`src/rtl/snn_layer_sequencer_if.sv`:
```
// snn_layer_sequencer_if: host, configuration and neuron-datapath signals of the layer sequencer
interface snn_layer_sequencer_if #(
  parameter int NUM_INPUTS  = 8,
  parameter int NUM_NEURONS = 4,
  parameter int WEIGHT_SIZE = 8,
  parameter int V_MEM_SIZE  = 8,
  parameter int B_SIZE      = 8,
  parameter int AW          = $clog2(NUM_NEURONS * NUM_INPUTS)
);
  logic                   start_i;
  logic [NUM_INPUTS-1:0]  in_spikes_i;
  logic [B_SIZE-1:0]      beta_i;
  logic [V_MEM_SIZE-1:0]  v_th_i;
  logic                   w_we_i;
  logic [AW-1:0]          w_addr_i;
  logic [WEIGHT_SIZE-1:0] w_data_i;
  logic [WEIGHT_SIZE-1:0] n_weight_o;
  logic [V_MEM_SIZE-1:0]  n_v_mem_o;
  logic [B_SIZE-1:0]      n_beta_o;
  logic [V_MEM_SIZE-1:0]  n_v_th_o;
  logic                   n_function_sel_o;
  logic                   n_spike_i;
  logic [V_MEM_SIZE-1:0]  n_v_mem_i;
  logic [NUM_NEURONS-1:0] out_spikes_o;
  logic                   busy_o;
  logic                   done_o;
  modport slave (
    input  start_i, in_spikes_i, beta_i, v_th_i, w_we_i, w_addr_i, w_data_i, n_spike_i, n_v_mem_i,
    output n_weight_o, n_v_mem_o, n_beta_o, n_v_th_o, n_function_sel_o, out_spikes_o, busy_o, done_o
  );
  modport master (
    output start_i, in_spikes_i, beta_i, v_th_i, w_we_i, w_addr_i, w_data_i, n_spike_i, n_v_mem_i,
    input  n_weight_o, n_v_mem_o, n_beta_o, n_v_th_o, n_function_sel_o, out_spikes_o, busy_o, done_o
  );
endinterface

```
`src/rtl/snn_layer_sequencer.sv`:
```
// snn_layer_sequencer: time-multiplexes one LIF datapath over a neuron layer; define SNN_SAT_EN to saturate v_mem on accumulate overflow
module snn_layer_sequencer #(
  parameter int NUM_INPUTS  = 8,
  parameter int NUM_NEURONS = 4,
  parameter int WEIGHT_SIZE = 8,
  parameter int V_MEM_SIZE  = 8,
  parameter int B_SIZE      = 8
) (
  input logic wb_clk_i,
  input logic wb_rst_i,
  snn_layer_sequencer_if.slave bus
);
  localparam int AW = $clog2(NUM_NEURONS * NUM_INPUTS);
  localparam int NW = NUM_NEURONS > 1 ? $clog2(NUM_NEURONS) : 1;
  localparam int IW = NUM_INPUTS > 1 ? $clog2(NUM_INPUTS) : 1;
  typedef enum logic [1:0] {IDLE, DECAY, ACCUM, DONE} state_t;
  state_t                 state_q, state_d;
  logic [NW-1:0]          n_q;
  logic [IW-1:0]          i_q;
  logic [V_MEM_SIZE-1:0]  vmem_q [NUM_NEURONS];
  logic [WEIGHT_SIZE-1:0] w_q [NUM_NEURONS*NUM_INPUTS];
  logic [NUM_INPUTS-1:0]  spk_q;
  logic [B_SIZE-1:0]      beta_q;
  logic [V_MEM_SIZE-1:0]  vth_q;
  logic [NUM_NEURONS-1:0] scr_q, out_q;
  logic [AW-1:0]          widx;
  logic [V_MEM_SIZE-1:0]  cur_v, acc_v;
  logic                   last_i, last_n;
  assign widx   = AW'(int'(n_q) * NUM_INPUTS + int'(i_q));
  assign cur_v  = vmem_q[n_q];
  assign last_i = i_q == IW'(NUM_INPUTS - 1);
  assign last_n = n_q == NW'(NUM_NEURONS - 1);
`ifdef SNN_SAT_EN
  // a wrapped sum is smaller than the addend it started from
  assign acc_v = bus.n_v_mem_i < cur_v ? '1 : bus.n_v_mem_i;
`else
  assign acc_v = bus.n_v_mem_i;
`endif
  assign bus.n_beta_o     = beta_q;
  assign bus.n_v_th_o     = vth_q;
  assign bus.out_spikes_o = out_q;
  assign bus.busy_o       = state_q != IDLE;
  assign bus.done_o       = state_q == DONE;
  always_ff @(posedge wb_clk_i) state_q <= wb_rst_i ? IDLE : state_d;
  always_comb begin
    state_d              = state_q;
    bus.n_function_sel_o = 1'b0;
    bus.n_weight_o       = '0;
    bus.n_v_mem_o        = '0;
    case (state_q)
      IDLE:  state_d = bus.start_i ? DECAY : IDLE;
      DECAY: begin
        state_d              = ACCUM;
        bus.n_function_sel_o = 1'b1;
        bus.n_v_mem_o        = cur_v;
      end
      ACCUM: begin
        state_d        = last_i ? (last_n ? DONE : DECAY) : ACCUM;
        bus.n_weight_o = w_q[widx];
        bus.n_v_mem_o  = cur_v;
      end
      default: state_d = IDLE;
    endcase
  end
  always_ff @(posedge wb_clk_i) begin
    if (wb_rst_i) begin
      n_q    <= '0;
      i_q    <= '0;
      spk_q  <= '0;
      beta_q <= '0;
      vth_q  <= '0;
      scr_q  <= '0;
      out_q  <= '0;
      vmem_q <= '{default: '0};
      w_q    <= '{default: '0};
    end else begin
      if (state_q == IDLE && bus.w_we_i) w_q[bus.w_addr_i] <= bus.w_data_i;
      if (state_q == IDLE && bus.start_i) begin
        spk_q  <= bus.in_spikes_i;
        beta_q <= bus.beta_i;
        vth_q  <= bus.v_th_i;
        scr_q  <= '0;
        n_q    <= '0;
      end
      if (state_q == DECAY) begin
        vmem_q[n_q] <= bus.n_v_mem_i;
        scr_q[n_q]  <= bus.n_spike_i;
        i_q         <= '0;
      end
      // fixed NUM_INPUTS-cycle sweep; silent inputs just skip the capture
      if (state_q == ACCUM) begin
        if (spk_q[i_q]) vmem_q[n_q] <= acc_v;
        i_q <= i_q + 1'b1;
        n_q <= last_i ? n_q + 1'b1 : n_q;
      end
      if (state_q == DONE) out_q <= scr_q;
    end
  end
endmodule
```
`src/flat_wrapper.sv`:
```
// flat-port wrapper written by rule: the top's interface ports become plain ports
module snn_layer_sequencer_flat 
#(
  parameter int NUM_INPUTS  = 8,
  parameter int NUM_NEURONS = 4,
  parameter int WEIGHT_SIZE = 8,
  parameter int V_MEM_SIZE  = 8,
  parameter int B_SIZE      = 8
)
  (wb_clk_i, wb_rst_i, bus_start_i, bus_in_spikes_i, bus_beta_i, bus_v_th_i, bus_w_we_i, bus_w_addr_i, bus_w_data_i, bus_n_spike_i, bus_n_v_mem_i, bus_n_weight_o, bus_n_v_mem_o, bus_n_beta_o, bus_n_v_th_o, bus_n_function_sel_o, bus_out_spikes_o, bus_busy_o, bus_done_o);
  snn_layer_sequencer_if #(.NUM_INPUTS(NUM_INPUTS), .NUM_NEURONS(NUM_NEURONS), .WEIGHT_SIZE(WEIGHT_SIZE), .V_MEM_SIZE(V_MEM_SIZE), .B_SIZE(B_SIZE)) bus_i ();
  input logic wb_clk_i;
  input logic wb_rst_i;
  input wire logic [$bits(bus_i.start_i)-1:0] bus_start_i;
  input wire logic [$bits(bus_i.in_spikes_i)-1:0] bus_in_spikes_i;
  input wire logic [$bits(bus_i.beta_i)-1:0] bus_beta_i;
  input wire logic [$bits(bus_i.v_th_i)-1:0] bus_v_th_i;
  input wire logic [$bits(bus_i.w_we_i)-1:0] bus_w_we_i;
  input wire logic [$bits(bus_i.w_addr_i)-1:0] bus_w_addr_i;
  input wire logic [$bits(bus_i.w_data_i)-1:0] bus_w_data_i;
  input wire logic [$bits(bus_i.n_spike_i)-1:0] bus_n_spike_i;
  input wire logic [$bits(bus_i.n_v_mem_i)-1:0] bus_n_v_mem_i;
  output wire logic [$bits(bus_i.n_weight_o)-1:0] bus_n_weight_o;
  output wire logic [$bits(bus_i.n_v_mem_o)-1:0] bus_n_v_mem_o;
  output wire logic [$bits(bus_i.n_beta_o)-1:0] bus_n_beta_o;
  output wire logic [$bits(bus_i.n_v_th_o)-1:0] bus_n_v_th_o;
  output wire logic [$bits(bus_i.n_function_sel_o)-1:0] bus_n_function_sel_o;
  output wire logic [$bits(bus_i.out_spikes_o)-1:0] bus_out_spikes_o;
  output wire logic [$bits(bus_i.busy_o)-1:0] bus_busy_o;
  output wire logic [$bits(bus_i.done_o)-1:0] bus_done_o;
  assign bus_i.start_i = bus_start_i;
  assign bus_i.in_spikes_i = bus_in_spikes_i;
  assign bus_i.beta_i = bus_beta_i;
  assign bus_i.v_th_i = bus_v_th_i;
  assign bus_i.w_we_i = bus_w_we_i;
  assign bus_i.w_addr_i = bus_w_addr_i;
  assign bus_i.w_data_i = bus_w_data_i;
  assign bus_i.n_spike_i = bus_n_spike_i;
  assign bus_i.n_v_mem_i = bus_n_v_mem_i;
  assign bus_n_weight_o = bus_i.n_weight_o;
  assign bus_n_v_mem_o = bus_i.n_v_mem_o;
  assign bus_n_beta_o = bus_i.n_beta_o;
  assign bus_n_v_th_o = bus_i.n_v_th_o;
  assign bus_n_function_sel_o = bus_i.n_function_sel_o;
  assign bus_out_spikes_o = bus_i.out_spikes_o;
  assign bus_busy_o = bus_i.busy_o;
  assign bus_done_o = bus_i.done_o;
  snn_layer_sequencer #(.NUM_INPUTS(NUM_INPUTS), .NUM_NEURONS(NUM_NEURONS), .WEIGHT_SIZE(WEIGHT_SIZE), .V_MEM_SIZE(V_MEM_SIZE), .B_SIZE(B_SIZE)) u_core (.wb_clk_i(wb_clk_i), .wb_rst_i(wb_rst_i), .bus(bus_i));
endmodule
```
`config.mk`:
```
export PLATFORM = sky130hd
export DESIGN_NAME = snn_layer_sequencer_flat
export DESIGN_NICKNAME = d
export VERILOG_FILES = /design/src/rtl/snn_layer_sequencer_if.sv /design/src/rtl/snn_layer_sequencer.sv /design/src/flat_wrapper.sv
export SDC_FILE = /design/constraint.sdc
export NUM_CORES = 1
export LEC_CHECK = 0
export BUFFER_PORTS_ARGS = -buffer_cell sky130_fd_sc_hd__buf_2
export CORE_AREA = 5 5 162 164
export CTS_CLUSTER_SIZE = 40
export DETAILED_ROUTE_END_ITERATION = 6
export DIE_AREA = 0 0 167 169
export PLACE_DENSITY = 0.79
export SYNTH_ARGS = -nofsm -noshare
export SYNTH_HDL_FRONTEND = slang
export SYNTH_SLANG_ARGS = --single-unit
```
`constraint.sdc`:
```
create_clock -name wb_clk_i -period 2.1 [get_ports wb_clk_i]
set_clock_uncertainty 0.1 [all_clocks]
set_input_delay 0 -clock wb_clk_i [delete_from_list [all_inputs] [get_ports wb_clk_i]]
set_output_delay 0 -clock wb_clk_i [all_outputs]
set_load 0.02 [all_outputs]
```
== Word level (Yosys, flattened, before mapping) ==
Index checks and enable logic that the tools add are counted.

* Add/sub/neg operators: 3
* Multiply operators: 0
* Divide/modulo/power cells: 0
* Order comparisons: 8
* Equality and inequality tests: 6
* Shift-type cells: 0
* Multiplexer cells: 37
* Bitwise operators: 3
* Reductions and logical operators: 11

{| class="wikitable"
|+ Operators with widths
! operator !! count
|-
| $bwmux W256 || 1
|-
| $mux W32 || 4
|-
| $bwmux W32 || 2
|-
| $mux W8 || 8
|-
| $bmux W8 S5 || 1
|-
| $demux W8 S5 || 1
|-
| $bmux W8 S2 || 1
|-
| $demux W8 S2 || 1
|-
| $ge A6 B6 Y1 const B || 2
|-
| $mux W4 || 3
|-
| $not A5 Y6 || 2
|-
| $mux W2 || 5
|-
| $eq A2 B2 Y1 const B || 3
|-
| $lt A6 B1 Y1 const B || 1
|-
| $mux W3 || 2
|-
| $pmux W2 S3 || 1
|-
| $reduce_bool A2 Y1 || 3
|-
| $add A5 B3 Y5 || 1
|-
| $logic_and A1 B1 Y1 || 5
|-
| $bwmux W4 || 1
|-
| $lt A3 B4 Y1 const B || 1
|-
| $mux W1 || 4
|-
| $add A3 B1 Y3 const B || 1
|-
| $bmux W1 S3 || 1
|-
| 13 further kinds || 13
|}

* Bits in registers: 327
* Latch bits: 0
* RAM bits: 0
* ROM bits: 0
* Output and inout port bits: 39
* Word-level logic and storage cells: 112
* Memories kept: 0

== Logic depth before layout (Yosys ltp) ==
Gate-level depths: netlist of the first run.

* Depth after elaboration: 11
* Mapped depth: 8

== Least setup slack after synthesis of the first run ==
No wires, ideal clock.

* Kind: register to output
* Start: register u_core.i_q[0]
* End: output port bus_n_weight_o[3]
* Arrival time: 2.139 ns
* Setup slack: -0.139 ns
* Cell stages (with the launch flop): 8
* Path through: dfxtp_1 > buf_6 > buf_6 > buf_12 > buf_12 > mux4_2 > mux2i_1 > a2111oi_1

* Word-level cells in the longest chain between the ends: 6

{| class="wikitable"
|+ RTL lines
! item !! line !! RTL
|-
| start: declaration || snn_layer_sequencer.sv:19 || <nowiki>logic [IW-1:0] i_q;</nowiki>
|-
| start signal: assignment || snn_layer_sequencer.sv:93 || <nowiki>i_q <= i_q + 1'b1;</nowiki>
|-
| $add A5 B3 Y5 || snn_layer_sequencer.sv:29 || <nowiki>assign widx = AW'(int'(n_q) * NUM_INPUTS + int'(i_q));</nowiki>
|-
| $not A5 Y6 (implied by the code) || snn_layer_sequencer.sv:59 || <nowiki>bus.n_weight_o = w_q[widx];</nowiki>
|-
| $bmux W8 S5 || snn_layer_sequencer.sv:59 ||
|-
| $mux W8 (implied by the code) (2 in a row) || snn_layer_sequencer.sv:59 ||
|-
| $mux W8 || snn_layer_sequencer.sv:50 || <nowiki>case (state_q)</nowiki>
|-
| end: declaration || flat_wrapper.sv:23 || <nowiki>output wire logic [$bits(bus_i.n_weight_o)-1:0] bus_n_weight_o;</nowiki>
|}

Every way passes these cells. The select of a mux whose other input is x is not followed.

== Final worst setup path of the first run ==
Ends and elaborated chain as after synthesis.

==> reports/results.ini, run 1 <==
[placement]
place_hpwl_um=26050
place_congestion=0.8626
dp_slack_ns=-0.1878
portBuffers=88

[synth]
netlist_area_sq_um=14700
synth.distinct_cells=47
synth-seq-cells=327
synthesis.instances=1634
synthesis.nets=1695
yosys_warnings=0
avgSynthCellArea_sq_um=8.997
ys_seq_area_share_pct=44.53

[run_status]
status=complete, but fails checks
violations=negative setup slack

[route]
wire_per_inst_um=21.49
drc=0
final_antenna_net_count=0
dr.pass1.iters=6
wl_um=45500
viasPerCell=6.384
vias=13515
drtIter0Drc=1950

[floorplan]
dieArea_sq_um=28220
chipHeight_um=169
initial_utilization_pct=59.41
pin_count=89
fp.coreArea_sq_um=24750
fp-row-count=58
chipWidth_um=167

[sta]
rsz0062_at_grt=true
max_slew_margin_pct=43.97
tightest_slew_ns=0.8404
fmax_mhz=366.4
drv_slew=0
holdWs_ns=0.1845
fin_crit_sh_pct=130.0
tns_ns=-6.264
hold_viol=0
period_needed_ns=2.730
setup_ws_ns=-0.6296
finalSetupViolations=26

[pwr]
internal-power_mw=10.32
p_comb_share_pct=7.9
switchingPower_mw=3.296
p_leak_nw=6.140
p_sw_share_pct=24.20
clock_power_share_pct=45.7
p_seq_share_pct=46.5
peakVddDrop_uv=727.8
power_density_nw_per_um2=763.0

[critical_path]
path_buf_inv=3
worstSetupPathType=flip-flop to output pin
cp_max_fo=5
r2r-start=u_core.i_q[0]
rr_worst_depth=6
crit_path_end_kind=output pin
required_ns=2.00
cp_slowest_stage_delay_ns=0.53
critical_path_arrival_ns=2.63
startpoint_type=flip-flop
r2r-end=u_core.vmem_q[17]
path_cells=buf_4, buf_6, mux4_2, mux4_2, nor2_4, a2111oi_4, buf_4
r2r_setup_slack_ns=-0.13
critical-path-top-delay-family=multiplexers
critPathSlowestCell=mux4_2

[cts]
clock_latency_ns=0.51
cts_buffers=36
clk_root_buffer_cell=clkbuf_16
clkSlewWorstSetupHoldPaths_ns=0.06
cts_sinks=327
cts_tree=done
htree_levels=2
cts_max_path_buffers=3

[final_layout]
drive_gt1_share_pct=20.26
antennaDiodeCount=0
area.growth.synth_to_final_pct=21.40
fin_nets=1821

[grt]
grt_pass1_vias=13187
grtUsageTotal_pct=30.37
grt_pass1_wl_um=70430
antenna_found_initial=0
grt_overflow=0
grt_max_degree=84

[worst_hold_path]
holdPathEnd=u_core.bus.n_v_th_o[1]
hp-start=bus_v_th_i[1]
hp-class=input pin to flip-flop
min_path_cells=4

[job]
drv_cap=0

==> worst max-delay path by stage <==
stage / startpoint / end / slack, ns / cells after the start
detailed placement: u_core.i_q[0] / bus_n_weight_o[1] / -0.19 / 6
finish: u_core.i_q[0] / bus_n_weight_o[3] / -0.63 / 7
CTS: u_core.i_q[0] / bus_n_weight_o[1] / -0.60 / 9
floorplan: u_core.i_q[0] / bus_n_weight_o[7] / 0.11 / 7
global placement: u_core.i_q[0] / bus_n_weight_o[7] / -0.1 / 6
global route: u_core.i_q[0] / bus_n_weight_o[4] / -0.67 / 9
==> layout by cell type (no fill, tap or decap), drive strengths merged <==
master,n
a2111oi,8
a211oi,1
a21boi,1
a21oi,289
a221oi,1
a32oi,6
and2,9
and4,1
and4b,2
buf,185
clkbuf,59
clkinv,7
dfxtp,327
dlygate4sd3,51
ha,11
inv,6
mux2i,46
mux4,81
nand2,324
nand2b,47
nand3,131
nand3b,4
nand4,1
nand4b,2
nand4bb,1
nor2,37
nor2b,2
nor3,2
nor3b,3
nor4bb,1
o21ai,128
o221a,1
o221ai,3
o22ai,8
or3,1
==> layer usage <==
layer / vias up / global-route usage, % / share of wire [%]
met5: - / 0 / 0
met4: 0 / 11.53 / 3.6
met3: 134 / 5.652 / 10
met2: 856 / 50.32 / 48
met1: 6504 / 39.91 / 38
li1: 6021 / - / -
==> timing repair <==
item                       CTS  global route
hold buffers                51             0
gates resized for setup     32            35
cloned                       1             1
setup endpoints to repair   17            71
hold endpoints to repair   238             0
setup buffers                5             2
pin swaps                    5             5
==> state kept, by name (all words and copies together), names as in the netlist <==
name                     flops
u_core.bus.n_beta_o          8
u_core.bus.out_spikes_o      4
u_core.i_q                   3
u_core.scr_q                 4
u_core.state_q               2
u_core.vmem_q               32
u_core.n_q                   2
u_core.w_q                 256
u_core.spk_q                 8
u_core.bus.n_v_th_o          8
==> cell type report <==
class | instances | area (sq um)
clock buffers | 58 | 1116
clock inverters | 7 | 52.55
fillers | 1652 | 6898
inverters | 6 | 22.52
multi-input cells | 1152 | 7629
flip-flops and latches | 327 | 6553
well taps | 330 | 412.9
repair buffers | 237 | 2063
==> worst register-to-register path: cells and delay by family (launching register included) <==
family	cells	cell delay, ns
AOI/OAI and AO/OA	1	0.31
DFF	1	0.42
muxes	2	0.85
buffers and inverters	2	0.28
and+or+nand+nor	1	0.19
==> power groups by stage <==
stage / sequential, mW / clock (mW) / combinational [mW]
floorplan: 6.47 / 0 / 0.549
global placement: 6.45 / 0 / 0.885
detailed placement: 6.46 / 0 / 0.901
CTS: 6.32 / 6.21 / 1.00
global route: 6.33 / 6.50 / 1.13
finish: 6.33 / 6.22 / 1.07
==> kinds of logic (layout without fill, tap and decap cells) <==
family / Yosys count / count (layout) / share of synthesized area (%)
buf+inv: 155 / 308 / 4.928
mux: 127 / 127 / 16.05
flops: 327 / 327 / 44.53
fa+ha+maj: 11 / 11 / 0.9362
compound gates: 446 / 446 / 16.26
simple gates: 568 / 568 / 17.30
==> Yosys cell counts (all sizes together) <==
library cell  instances  area share [%]
nor3                  2            0.10
a21oi               289             9.8
o22ai                 8            0.34
and4                  1           0.060
nand3b                4            0.20
a21boi                1           0.051
nor2                 37            0.94
and4b                 2            0.14
a221oi                1            0.18
ha                   11            0.94
or3                   1           0.043
a32oi                 6            0.49
a2111oi               8            0.61
nor4bb                1           0.068
clkinv                1           0.026
o221a                 1           0.077
nand3               131             4.5
nor3b                 3            0.26
mux4                 81              13
o221ai                3            0.26
a211oi                1           0.051
mux2i                46             3.1
nand4b                2            0.12
dfxtp               327              45
inv                   5            0.13
nand4bb               1           0.077
nor2b                 2           0.085
nand2b               47             2.1
nand4                 1           0.043
buf                  27             1.6
clkbuf              122             3.2
o21ai               128             4.4
and2                  9            0.38
nand2               324             8.3
==> metrics by stage <==
step	total power, mW	area (sq um)	std cells	utilization (%)
2_1_floorplan	7.020	14730	1634	-
3_3_place_gp	7.340	15870	1992	64.13
3_5_place_dp	7.358	15870	1992	64.13
4_1_cts	13.53	17680	2114	71.44
5_1_grt	13.96	17850	2117	72.13
6_report	13.62	17850	2117	72.13
Note: power is estimated with default switching activity, not from simulation.
==> run 2, diff against run 1 <==
Settings changed: REMOVE_ABC_BUFFERS from default to 1.
==> reports/results.ini, run 2 (synthesized netlist as in run 1, its figures left out) <==
[sta]
max_slew_margin_pct=39.74  ; -4.2 points
hold_viol=0  ; unchanged
fmax_mhz=363.9  ; -0.66%
rsz0062_at_grt=true
period_needed_ns=2.748  ; +0.01807 ns
setup_ws_ns=-0.6477  ; -0.01807 ns
tightest_slew_ns=0.9038  ; +0.06339 ns
drv_slew=0  ; unchanged
finalSetupViolations=41  ; +58%
fin_crit_sh_pct=130.8  ; +0.86 points

[grt]
grt_pass1_wl_um=70880  ; +0.65%
grtUsageTotal_pct=30.74  ; +0.37 points
grt_overflow=0  ; unchanged
antenna_found_initial=1  ; +1
grt_pass1_vias=13107  ; -0.61%
grt_max_degree=94  ; +12%

[route]
wire_per_inst_um=21.41  ; -0.41%
viasPerCell=6.400  ; +0.25%
dr.pass1.iters=7  ; +1
wl_um=45230  ; -0.60%
vias=13523  ; +0.059%
final_antenna_net_count=0  ; unchanged
drc=0  ; unchanged
drtIter0Drc=1908  ; -2.2%

[critical_path]
worstSetupPathType=flip-flop to output pin
required_ns=2.00  ; about the same
critical_path_arrival_ns=2.65  ; +0.02 ns
startpoint_type=flip-flop
cp_max_fo=17  ; +12
crit_path_end_kind=output pin

[pwr]
p_leak_nw=6.164  ; +0.39%
p_sw_share_pct=23.59  ; -0.61 points
clock_power_share_pct=45.5  ; -0.2 points
internal-power_mw=10.36  ; +0.37%
power_density_nw_per_um2=760.1  ; -0.39%
peakVddDrop_uv=593.6  ; -18%
p_seq_share_pct=46.7  ; +0.2 points
switchingPower_mw=3.199  ; -2.9%
p_comb_share_pct=7.8  ; about the same

[floorplan]
dieArea_sq_um=28220  ; unchanged
chipWidth_um=167  ; unchanged
chipHeight_um=169  ; unchanged
initial_utilization_pct=59.41  ; unchanged
fp-row-count=58  ; unchanged
pin_count=89  ; unchanged
fp.coreArea_sq_um=24750  ; unchanged

[cts]
cts_max_path_buffers=3  ; unchanged
clock_latency_ns=0.51  ; about the same
clkSlewWorstSetupHoldPaths_ns=0.06  ; about the same
cts_buffers=34  ; -5.6%
cts_tree=done
cts_sinks=327  ; unchanged
clk_root_buffer_cell=clkbuf_16
htree_levels=2  ; unchanged

[final_layout]
multi_input_area_sq_um=7670  ; +0.54%
top_regs=u_core.w_q: 256 flops, u_core.vmem_q: 32 flops
n_fill_cell=1685  ; +2.0%
largest_reg_flops=256  ; unchanged
final_common_cell=dfxtp_1
regArea_sq_um=6555  ; about the same
drive_gt1_share_pct=20.99  ; +0.73 points
area.growth.synth_to_final_pct=21.35  ; about the same
mostFrequentLayoutCells=dfxtp_1 (324), nand2_1 (312), a21oi_1 (289)
top_register=u_core.w_q
fin_nets=1820  ; -0.055%
fin_util_pct=72.10  ; about the same

[placement]
place_hpwl_um=26890  ; +3.2%
portBuffers=88  ; unchanged
dp_slack_ns=-0.2881  ; -0.1004 ns
place_congestion=0.8963  ; +3.9%

[run_status]
violations=negative setup slack
status=complete, but fails checks

[job]
drv_cap=0  ; unchanged

[worst_hold_path]
hp-class=input pin to flip-flop

==> run 2: changes by cell type in the layout (fill, tap and decap cells not counted), sizes merged <==
cell	delta
buf	+7
dlygate4sd3	-6
clkbuf	-5
bufinv	+2
clkinv	-2
diode	+1
inv	-1
==> run 2: power groups by stage <==
stage	clock network, mW	registers, mW	logic (mW)
6_report	6.17	6.33	1.06
5_1_grt	6.48	6.33	1.13
4_1_cts	6.18	6.32	1.01
3_5_place_dp	0	6.46	0.908
3_3_place_gp	0	6.46	0.894
2_1_floorplan	0	6.49	0.348
==> run 2: per-layer routing <==
layer / routed length (um) / vias up / global-route usage, % / part of all wire, %
li1: - / 6015 / - / -
met1: 17380 / 6462 / 41.07 / 38
met2: 21160 / 883 / 49.70 / 47
met3: 4774 / 161 / 5.558 / 11
met4: 1903 / 2 / 12.74 / 4.2
met5: 12 / - / 0 / 0.027
==> run 2: path summary, 6_finish.rpt <==
kind                    from                 to  slack [ns]  depth (start not counted)
max reg2reg    u_core.i_q[0]  u_core.vmem_q[28]       -0.30                          9
max            u_core.n_q[0]  bus_n_weight_o[7]       -0.65                          6
min reg2reg  u_core.w_q[227]    u_core.w_q[227]        0.36                          2
min               bus_w_we_i    u_core.w_q[255]        0.05                          5
==> run 2: timing repair <==
item | 4_1_cts | 5_1_grt
buffers inserted | 11 | 7
resized for setup | 44 | 54
hold endpoints to repair | 187 | 0
endpoints found under the setup margin | 42 | 141
gates cloned | 2 | 1
pin swaps | 8 | 10
hold buffers | 45 | 0
==> run 2: cell type report <==
class	count	share of cell area (%)
well taps	330	2.314
inverters	6	0.1262
repair buffers	238	11.45
clock inverters	6	0.4488
clock buffers	53	5.919
diodes	1	0.01403
flip-flops and latches	327	36.74
multi-input cells	1152	42.99
==> run 2: through the flow <==
stage	TNS [ns]	hold WS, ns	instances	cell area (sq um)	power, mW
after floorplan	-188.83	-0.03093	1485	14000	6.834
after global placement	-3.678	0.1427	1992	15800	7.352
after detailed placement	-5.518	0.1462	1992	15800	7.369
after CTS	-9.781	0.003837	2105	17590	13.52
after global routing	-15.30	0.03783	2112	17840	13.94
final	-12.67	0.04741	2113	17840	13.56
==> run 2: critical path, stage by stage (launching register included) <==
cell       delay (ns)
dfxtp_2          0.33
buf_12           0.17
nor2_1           0.65
nand2_1          0.28
o22ai_1          0.43
a2111oi_4        0.10
buf_4            0.19
==> run 3, diff against run 2 <==
Settings changed: BUFFER_PORTS_ARGS -buffer_cell sky130_fd_sc_hd__buf_2 to -buffer_cell sky130_fd_sc_hd__buf_4.
==> reports/results.ini, run 3 (synthesized netlist as in run 1, its figures left out) <==
[pwr]
p_sw_share_pct=23.36  ; -0.22 points
p_leak_nw=6.212  ; +0.78%
switchingPower_mw=3.214  ; +0.49%
power_density_nw_per_um2=766.7  ; +0.87%
p_comb_share_pct=8.1  ; +0.3 points
internal-power_mw=10.54  ; +1.7%
clock_power_share_pct=46.0  ; +0.5 points
p_seq_share_pct=46.0  ; -0.7 points
finalPower_mw=13.76  ; +1.4%
peakVddDrop_uv=734.1  ; +24%

[critical_path]
cp_slowest_stage_delay_ns=0.54  ; -0.11 ns
r2r_setup_slack_ns=-0.06  ; +0.24 ns
path_buf_inv=3  ; +1
crit_path_end_kind=output pin
critical_path_arrival_ns=2.64  ; about the same
cp_max_fo=8  ; -9
path_cells=buf_12, buf_4, mux4_2, mux4_2, nor2_4, a2111oi_1, buf_4
required_ns=2.00  ; about the same
critical-path-top-delay-family=multiplexers
r2r-start=u_core.i_q[0]
startpoint_type=flip-flop
rr_worst_depth=7  ; -2
worstSetupPathType=flip-flop to output pin
critPathSlowestCell=mux4_2
r2r-end=u_core.vmem_q[28]

[final_layout]
top_register=u_core.w_q
drive_gt1_share_pct=19.73  ; -1.3 points
multi_input_area_sq_um=7567  ; -1.3%
antennaDiodeCount=0  ; -1
top_regs=u_core.w_q: 256 flops, u_core.vmem_q: 32 flops
fin_nets=1820  ; unchanged
regArea_sq_um=6553  ; about the same
n_fill_cell=1692  ; +0.42%
mostFrequentLayoutCells=dfxtp_1 (324), nand2_1 (319), a21oi_1 (289)
area.growth.synth_to_final_pct=22.05
largest_reg_flops=256  ; unchanged
fin_util_pct=72.51  ; +0.41 points
final_common_cell=dfxtp_1

[route]
viasPerCell=6.412  ; +0.19%
drc=1  ; +1
dr.pass1.iters=7  ; unchanged
final_antenna_net_count=0  ; unchanged
vias=13555  ; +0.24%
wl_um=44150  ; -2.4%
drtIter0Drc=1839  ; -3.6%
wire_per_inst_um=20.89  ; -2.4%

[floorplan]
dieArea_sq_um=28220  ; unchanged
chipWidth_um=167  ; unchanged
pin_count=89  ; unchanged
fp-row-count=58  ; unchanged
initial_utilization_pct=59.41  ; unchanged
fp.coreArea_sq_um=24750  ; unchanged
chipHeight_um=169  ; unchanged

[sta]
hold_viol=0  ; unchanged
tightest_slew_ns=0.8794  ; -0.02447 ns
fin_crit_sh_pct=130.3  ; -0.58 points
setup_ws_ns=-0.6355  ; +0.01222 ns
rsz0062_at_grt=true
max_slew_margin_pct=41.26  ; +1.5 points
period_needed_ns=2.735  ; -0.01222 ns
finalSetupViolations=19  ; -54%
drv_slew=0  ; unchanged
fmax_mhz=365.6  ; +0.45%

[cts]
cts_max_path_buffers=3  ; unchanged
cts_sinks=327  ; unchanged
htree_levels=2  ; unchanged
cts_buffers=35  ; +2.9%
clkSlewWorstSetupHoldPaths_ns=0.07  ; about the same
cts_tree=done
clk_root_buffer_cell=clkbuf_16
clock_latency_ns=0.51  ; about the same

[placement]
dp_slack_ns=-0.2612  ; +0.02688 ns
portBuffers=88  ; unchanged
place_hpwl_um=26510  ; -1.4%
place_congestion=0.9059  ; +1.1%

[grt]
grtUsageTotal_pct=30.27  ; -0.47 points
grt_pass1_vias=13033  ; -0.56%
antenna_found_initial=0  ; -1
grt_max_degree=95  ; +1.1%
grt_pass1_wl_um=69970  ; -1.3%
grt_overflow=0  ; unchanged

[worst_hold_path]
hp-start=bus_w_we_i
hp-class=input pin to flip-flop
holdPathEnd=u_core.w_q[223]
min_path_cells=5  ; unchanged

[run_status]
violations=design-rule violations, negative setup slack
status=complete, but fails checks

[job]
drv_cap=0  ; unchanged

## run 3: metrics by stage
stage | hold slack (ns) | cell area, sq um | setup TNS (ns) | instances
floorplan | -0.03093 | 14000 | -188.83 | 1485
global placement | 0.1488 | 16080 | -3.579 | 1998
detailed placement | 0.1575 | 16080 | -4.858 | 1998
CTS | 0.02940 | 17840 | -5.075 | 2110
global route | 0.04386 | 17940 | -7.077 | 2114
finish | 0.04430 | 17940 | -5.253 | 2114
## run 3: worst register-to-register path: stages, from the launching register on
cell,delay (ns)
dfxtp_4,0.36
buf_6,0.15
buf_8,0.15
mux4_2,0.55
buf_6,0.17
o221ai_4,0.21
buf_12,0.18
mux2i_1,0.20
## run 3: timing repair
action | CTS | global route
endpoints found under the hold margin | 319 | 0
hold buffers | 48 | 0
setup buffers | 4 | 3
endpoints found under the setup margin | 60 | 140
gates cloned | 0 | 1
resized for setup | 33 | 18
pin swaps | 5 | 7
## run 3: layout make-up
type,count,area share (%)
Clock buffer,53,5.885
Multi-Input combinational cell,1152,42.17
Timing Repair Buffer,237,12.31
Tap cell,330,2.301
Clock inverter,9,0.6834
Sequential cell,327,36.52
Inverter,6,0.1255
## run 3: power groups by stage
stage / logic (mW) / registers [mW] / clock network [mW]
final: 1.11 / 6.32 / 6.32
after global routing: 1.17 / 6.33 / 6.63
after floorplan: 0.348 / 6.49 / 0
after detailed placement: 0.958 / 6.46 / 0
after CTS: 1.06 / 6.32 / 6.35
after global placement: 0.943 / 6.46 / 0
## run 3: layer usage
layer,vias to the layer above,global-route usage [%],share of wire (%)
met2,872,49.79,48
met5,-,0,0
li1,6018,-,-
met4,0,12.10,3.8
met3,144,4.741,9.7
met1,6521,40.39,39
## run 3: how the worst max path moves through the flow
stage,start,end,cells past startpoint
finish,u_core.i_q[0],bus_n_weight_o[1],7
global route,u_core.i_q[0],bus_n_weight_o[7],7
CTS,u_core.i_q[0],bus_n_weight_o[0],7
detailed placement,u_core.i_q[0],bus_n_weight_o[0],6
global placement,u_core.i_q[0],bus_n_weight_o[0],6
floorplan,u_core.i_q[0],bus_n_weight_o[1],4
